[src/rtl/mem_port_arbiter_if.sv]
// Request/response channel between a memory master and a memory slave.
// Latency: none (wires only). Backpressure: valid/ready on both the request and response phases.
interface mem_port_arbiter_if #(
    parameter int ADDR_W = 32,
    parameter int DATA_W = 32
);
    logic                  avalid;
    logic                  aready;
    logic [ADDR_W-1:0]     addr;
    logic                  wen;
    logic [DATA_W-1:0]     wdata;
    logic [DATA_W/8-1:0]   wmask;
    logic                  rvalid;
    logic                  rready;
    logic [DATA_W-1:0]     rdata;

    modport master (
        output avalid, addr, wen, wdata, wmask, rready,
        input  aready, rvalid, rdata
    );

    modport slave (
        input  avalid, addr, wen, wdata, wmask, rready,
        output aready, rvalid, rdata
    );
endinterface

[src/rtl/mem_port_arbiter.sv]
// Shares one memory port between IFU (m0) and LSU (m1); define ARB_ROUND_ROBIN_EN for round-robin, else fixed m1 > m0.
// Latency: accept cycle 0, s_avalid cycle 1, response passed through combinationally in the cycle s_rvalid rises.
// Backpressure: one transaction outstanding; next grant no earlier than the cycle after the response fires.
module mem_port_arbiter #(
    parameter int ADDR_W = 32,
    parameter int DATA_W = 32
) (
    input  logic                 clock,
    input  logic                 reset,
    mem_port_arbiter_if.slave    m0,
    mem_port_arbiter_if.slave    m1,
    mem_port_arbiter_if.master   s
);
    typedef enum logic [1:0] {
        ST_IDLE  = 2'd0,
        ST_ISSUE = 2'd1,
        ST_WAIT  = 2'd2
    } state_t;

    state_t                r_state;
    state_t                w_state_nxt;
    logic                  r_grant;
    logic                  r_last;
    logic [ADDR_W-1:0]     r_addr;
    logic                  r_wen;
    logic [DATA_W-1:0]     r_wdata;
    logic [DATA_W/8-1:0]   r_wmask;

    logic                  w_any;
    logic                  w_pick;
    logic                  w_afire;
    logic                  w_rready;

    assign w_any = m0.avalid | m1.avalid;

`ifdef ARB_ROUND_ROBIN_EN
    // Contention goes to whoever did not win last; a lone requester always wins.
    assign w_pick = (m0.avalid & m1.avalid) ? ~r_last : m1.avalid;
`else
    logic w_unused_last;
    assign w_unused_last = r_last;
    assign w_pick        = m1.avalid;
`endif

    assign w_rready = r_grant ? m1.rready : m0.rready;

    assign s.addr  = r_addr;
    assign s.wen   = r_wen;
    assign s.wdata = r_wdata;
    assign s.wmask = r_wmask;

    always_ff @(posedge clock) begin
        if (reset) begin
            r_state <= ST_IDLE;
        end else begin
            r_state <= w_state_nxt;
        end
    end

    always_comb begin
        w_state_nxt = r_state;
        w_afire     = 1'b0;
        m0.aready   = 1'b0;
        m1.aready   = 1'b0;
        m0.rvalid   = 1'b0;
        m1.rvalid   = 1'b0;
        m0.rdata    = '0;
        m1.rdata    = '0;
        s.avalid    = 1'b0;
        s.rready    = 1'b0;
        // Outputs are held quiet while reset is asserted, whatever state is still registered.
        if (!reset) begin
            case (r_state)
                ST_IDLE: begin
                    if (w_any) begin
                        w_afire     = 1'b1;
                        m0.aready   = ~w_pick;
                        m1.aready   = w_pick;
                        w_state_nxt = ST_ISSUE;
                    end
                end
                ST_ISSUE: begin
                    s.avalid = 1'b1;
                    if (s.aready) begin
                        w_state_nxt = ST_WAIT;
                    end
                end
                ST_WAIT: begin
                    s.rready = w_rready;
                    if (r_grant) begin
                        m1.rvalid = s.rvalid;
                        m1.rdata  = s.rdata;
                    end else begin
                        m0.rvalid = s.rvalid;
                        m0.rdata  = s.rdata;
                    end
                    if (s.rvalid && w_rready) begin
                        w_state_nxt = ST_IDLE;
                    end
                end
                default: w_state_nxt = ST_IDLE;
            endcase
        end
    end

    always_ff @(posedge clock) begin
        if (reset) begin
            r_grant <= 1'b0;
            r_last  <= 1'b1;
            r_addr  <= '0;
            r_wen   <= 1'b0;
            r_wdata <= '0;
            r_wmask <= '0;
        end else if (w_afire) begin
            r_grant <= w_pick;
            r_last  <= w_pick;
            r_addr  <= w_pick ? m1.addr  : m0.addr;
            r_wen   <= w_pick ? m1.wen   : m0.wen;
            r_wdata <= w_pick ? m1.wdata : m0.wdata;
            r_wmask <= w_pick ? m1.wmask : m0.wmask;
        end
    end
endmodule

[src/flat_wrapper.sv]
// flat-port wrapper written by rule: the top's interface ports become plain ports
module mem_port_arbiter_flat 
#(
    parameter int ADDR_W = 32,
    parameter int DATA_W = 32
)
  (clock, reset, m0_avalid, m0_addr, m0_wen, m0_wdata, m0_wmask, m0_rready, m0_aready, m0_rvalid, m0_rdata, m1_avalid, m1_addr, m1_wen, m1_wdata, m1_wmask, m1_rready, m1_aready, m1_rvalid, m1_rdata, s_avalid, s_addr, s_wen, s_wdata, s_wmask, s_rready, s_aready, s_rvalid, s_rdata);
  mem_port_arbiter_if #(.ADDR_W(ADDR_W), .DATA_W(DATA_W)) m0_i ();
  mem_port_arbiter_if #(.ADDR_W(ADDR_W), .DATA_W(DATA_W)) m1_i ();
  mem_port_arbiter_if #(.ADDR_W(ADDR_W), .DATA_W(DATA_W)) s_i ();
  input  logic clock;
  input  logic reset;
  input wire logic [$bits(m0_i.avalid)-1:0] m0_avalid;
  input wire logic [$bits(m0_i.addr)-1:0] m0_addr;
  input wire logic [$bits(m0_i.wen)-1:0] m0_wen;
  input wire logic [$bits(m0_i.wdata)-1:0] m0_wdata;
  input wire logic [$bits(m0_i.wmask)-1:0] m0_wmask;
  input wire logic [$bits(m0_i.rready)-1:0] m0_rready;
  output wire logic [$bits(m0_i.aready)-1:0] m0_aready;
  output wire logic [$bits(m0_i.rvalid)-1:0] m0_rvalid;
  output wire logic [$bits(m0_i.rdata)-1:0] m0_rdata;
  input wire logic [$bits(m1_i.avalid)-1:0] m1_avalid;
  input wire logic [$bits(m1_i.addr)-1:0] m1_addr;
  input wire logic [$bits(m1_i.wen)-1:0] m1_wen;
  input wire logic [$bits(m1_i.wdata)-1:0] m1_wdata;
  input wire logic [$bits(m1_i.wmask)-1:0] m1_wmask;
  input wire logic [$bits(m1_i.rready)-1:0] m1_rready;
  output wire logic [$bits(m1_i.aready)-1:0] m1_aready;
  output wire logic [$bits(m1_i.rvalid)-1:0] m1_rvalid;
  output wire logic [$bits(m1_i.rdata)-1:0] m1_rdata;
  output wire logic [$bits(s_i.avalid)-1:0] s_avalid;
  output wire logic [$bits(s_i.addr)-1:0] s_addr;
  output wire logic [$bits(s_i.wen)-1:0] s_wen;
  output wire logic [$bits(s_i.wdata)-1:0] s_wdata;
  output wire logic [$bits(s_i.wmask)-1:0] s_wmask;
  output wire logic [$bits(s_i.rready)-1:0] s_rready;
  input wire logic [$bits(s_i.aready)-1:0] s_aready;
  input wire logic [$bits(s_i.rvalid)-1:0] s_rvalid;
  input wire logic [$bits(s_i.rdata)-1:0] s_rdata;
  assign m0_i.avalid = m0_avalid;
  assign m0_i.addr = m0_addr;
  assign m0_i.wen = m0_wen;
  assign m0_i.wdata = m0_wdata;
  assign m0_i.wmask = m0_wmask;
  assign m0_i.rready = m0_rready;
  assign m0_aready = m0_i.aready;
  assign m0_rvalid = m0_i.rvalid;
  assign m0_rdata = m0_i.rdata;
  assign m1_i.avalid = m1_avalid;
  assign m1_i.addr = m1_addr;
  assign m1_i.wen = m1_wen;
  assign m1_i.wdata = m1_wdata;
  assign m1_i.wmask = m1_wmask;
  assign m1_i.rready = m1_rready;
  assign m1_aready = m1_i.aready;
  assign m1_rvalid = m1_i.rvalid;
  assign m1_rdata = m1_i.rdata;
  assign s_avalid = s_i.avalid;
  assign s_addr = s_i.addr;
  assign s_wen = s_i.wen;
  assign s_wdata = s_i.wdata;
  assign s_wmask = s_i.wmask;
  assign s_rready = s_i.rready;
  assign s_i.aready = s_aready;
  assign s_i.rvalid = s_rvalid;
  assign s_i.rdata = s_rdata;
  mem_port_arbiter #(.ADDR_W(ADDR_W), .DATA_W(DATA_W)) u_core (.clock(clock), .reset(reset), .m0(m0_i), .m1(m1_i), .s(s_i));
endmodule
[config.mk]
export PLATFORM = sky130hd
export DESIGN_NAME = mem_port_arbiter_flat
export DESIGN_NICKNAME = d
export VERILOG_FILES = /design/src/rtl/mem_port_arbiter_if.sv /design/src/rtl/mem_port_arbiter.sv /design/src/flat_wrapper.sv
export SDC_FILE = /design/constraint.sdc
export NUM_CORES = 1
export LEC_CHECK = 0
export ABC_CLOCK_PERIOD_IN_PS = 2000
export BUFFER_PORTS_ARGS = -buffer_cell sky130_fd_sc_hd__buf_2
export CAP_MARGIN = 20
export CELL_PAD_IN_SITES_DETAIL_PLACEMENT = 1
export CELL_PAD_IN_SITES_GLOBAL_PLACEMENT = 2
export CORE_UTILIZATION = 20
export DETAILED_ROUTE_END_ITERATION = 16
export PLACE_DENSITY = 0.89
export SYNTH_ARGS = -nofsm -noshare
export SYNTH_HDL_FRONTEND = slang
export SYNTH_SLANG_ARGS = --single-unit
export TNS_END_PERCENT = 5
[constraint.sdc]
create_clock -name clock -period 2 [get_ports clock]
set_input_delay 0.2 -clock clock [delete_from_list [all_inputs] [get_ports clock]]
set_output_delay 0.2 -clock clock [all_outputs]
set_load 0.05 [all_outputs]
==> reports/results.ini <==
[status]
status = completed

[synthesis]
synth_area_leaders = dfxtp_1, mux2i_1, a211oi_1, and2_1, a21oi_1
post-synth-top-area-fraction_pct = 37.9
synth-main-ff-cell = dfxtp_1
yosysTopAreaCell = dfxtp_1
synth_most_common_cell = dfxtp_1
synthesis.nets = 589
synthCells = 411
synth-compound-area-share_pct = 24.6
synthSimpleGateAreaFrac_pct = 13.6
synth_mux_area_share_pct = 18.4
yosysWarnings = 0
synthAdderAreaFrac_pct = 0
synth_area_um2 = 3800
avgSynthCellArea_um2 = 9.25
synth-xor-area-share_pct = 0
synth_common_cells = dfxtp_1, mux2i_1, a21oi_1, and2_1, a211oi_1
synth.distinct_cells = 22
synth_seq_cells = 72
yosysSeqAreaShare_pct = 37.9
synth_edf_count = 0
synth_top_family_by_area = compound AO/OA/AOI/OAI gates
async_flop_share_pct = 0

[setup_path]
start_kind = flop
path_cells = or3b_4 > nor2_4 > buf_12 > and2_1 > buf_6
crit_required_ps = 1800
cpPeakStageDelay_ps = 440
crit_fanout = 33
path_class = reg -> out
slowest_stage = or3b_4
worst_ep_arrival_time_ps = 1780
end_kind = output port

[drt]
vias_per_cell = 4.50
via_count = 4272
drc = 0
drt-pass1-iter-count = 4
detail_route.wl_per_cell_um = 16.6
postRouteAntennaNets = 0
drt_iter0_drc = 69
totalWireLength_um = 15800

[finish]
drive_gt1_share_pct = 50.8
post-route-util_pct = 34.3
n_fill_cell = 2198
fin_nets = 885
syn_to_final_growth_pct = 68.5

[global_route]
grt_pass1_wl_um = 23100
track_usage_pct = 15.3
antenna_found_initial = 4
overflow = 0
grt_max_degree = 44
grt_pass1_vias = 4303

[clock_tree]
cts_tree = done
clk_latency_ps = 340
clockBufferDepth = 2
post_cts_buffers = 0
h-tree-depth = 3
clk_pin_slew_ps = 60
cts_made_buffers = 9
root_buffer = clkbuf_16
cts.sink_count = 72
holdBufCountCts = 0

[power]
design_power_total_uw = 4800
ir_worst_vdd_v = 0.000457
power_density_nw_per_um2 = 751
cellLeakagePower_uw = 0.00312

[place]
port_buffers = 316
hpwl_um = 12100
globalplace.congestion = 0.784

[timing]
hold_violations = 0
fin_crit_sh_pct = 98.9
worst_slew_pin_slew_ps = 610
fmax_ghz = 0.505
relSlewSlack_pct = 59.4
setup_violations = 0
grt_setup_unrepaired = yes
clock_skew_ps = 3.91
slew_violations = 0
fin_crit_ps = 1980

[die]
initial_core_util_pct = 20.4
fp.dieW_um = 140
die-area_um2 = 19600
coreArea_um2 = 18600
rows = 50
fp.dieH_um = 140
io_pins = 317

[flow_run]
maxCapViolations = 0

[worst_hold_path]
hp-class = in -> reg

==> registers in the layout (all words and copies together) (netlist names) <==
register        cells
u_core.s.addr      32
u_core.s.wdata     32
u_core.s.wmask      4
u_core.r_state      2
u_core.r_grant      1
u_core.s.wen        1
==> cell type report <==
| class | instances | area (um2) | share of cell area, % |
|---|---|---|---|
| diodes | 3 | 7.51 | 0.117 |
| clock buffers | 11 | 253 | 3.95 |
| inverters | 1 | 3.75 | 0.0586 |
| flip-flops and latches | 72 | 1440 | 22.5 |
| clock inverters | 5 | 55.1 | 0.860 |
| multi-input cells | 293 | 2180 | 34.0 |
| repair buffers | 330 | 2170 | 33.9 |
| well taps | 234 | 293 | 4.57 |
==> worst max-delay path: cells and delay by family, from the launching register on <==
family,cells,cell delay [ps]
buffers and inverters,2,350
flip-flops,1,340
AND/OR/NAND/NOR,3,750
==> placed cells by master, fill, tap and decap left out, types with 9 or more instances in the layout <==
master     instances
a211oi_1          59
a211oi_2          10
a21oi_1           69
and2_1            67
buf_2            249
buf_4             15
buf_6             58
clkbuf_16          9
dfxtp_1           72
mux2i_1           70
==> stage by stage <==
step                worst slack (ps)  cell area (um2)  TNS (ps)  cells  hold WS, ps
floorplan                        128             3800         0    411          318
global placement                 285             5690         0    930          422
detailed placement               244             5690         0    930          421
CTS                             19.2             6170         0    946         56.6
global route                   -44.2             6400      -489    949         58.3
finish                          21.2             6400         0    949         77.6
==> metal layers <==
layer  share of wire (%)  vias up  track usage (%)
met5                0.10        -                0
li1                    -     2089                -
met2                  52      203             28.1
met1                  38     1957             15.9
met4                 1.9        2             7.29
met3                 7.2       21             4.54
==> what timing repair did <==
item,in CTS,in global routing
setup endpoints to repair,66,66
gates resized for setup,68,60
hold endpoints to repair,0,0
pin swaps,0,0
==> power breakdown <==
group          total (uW)  internal, uW  switching [uW]
clock                1670          1030             640
sequential           1640          1580            68.4
combinational        1490           485            1010
==> cell families (layout without fill, tap and decap cells) <==
| logic type | after synthesis | count (layout) |
|---|---|---|
| muxes | 70 | 70 |
| AOI/OAI and AO/OA | 141 | 141 |
| buffers and inverters | 46 | 347 |
| other | 0 | 3 |
| and+or+nand+nor | 82 | 82 |
| DFF | 72 | 72 |
==> path summary, 6_finish.rpt <==
kind	to	slack, ps	cells after the start	start
worst max-delay path	m0_rdata[16]	20	5	u_core.r_state[1]
worst min-delay path	u_core.r_state[0]	80	2	s_aready
worst max register to register	u_core.s.wdata[15]	360	5	u_core.r_state[0]
worst min register to register	u_core.s.addr[9]	510	2	u_core.s.addr[9]
Note: power is estimated with default switching activity, not from simulation.
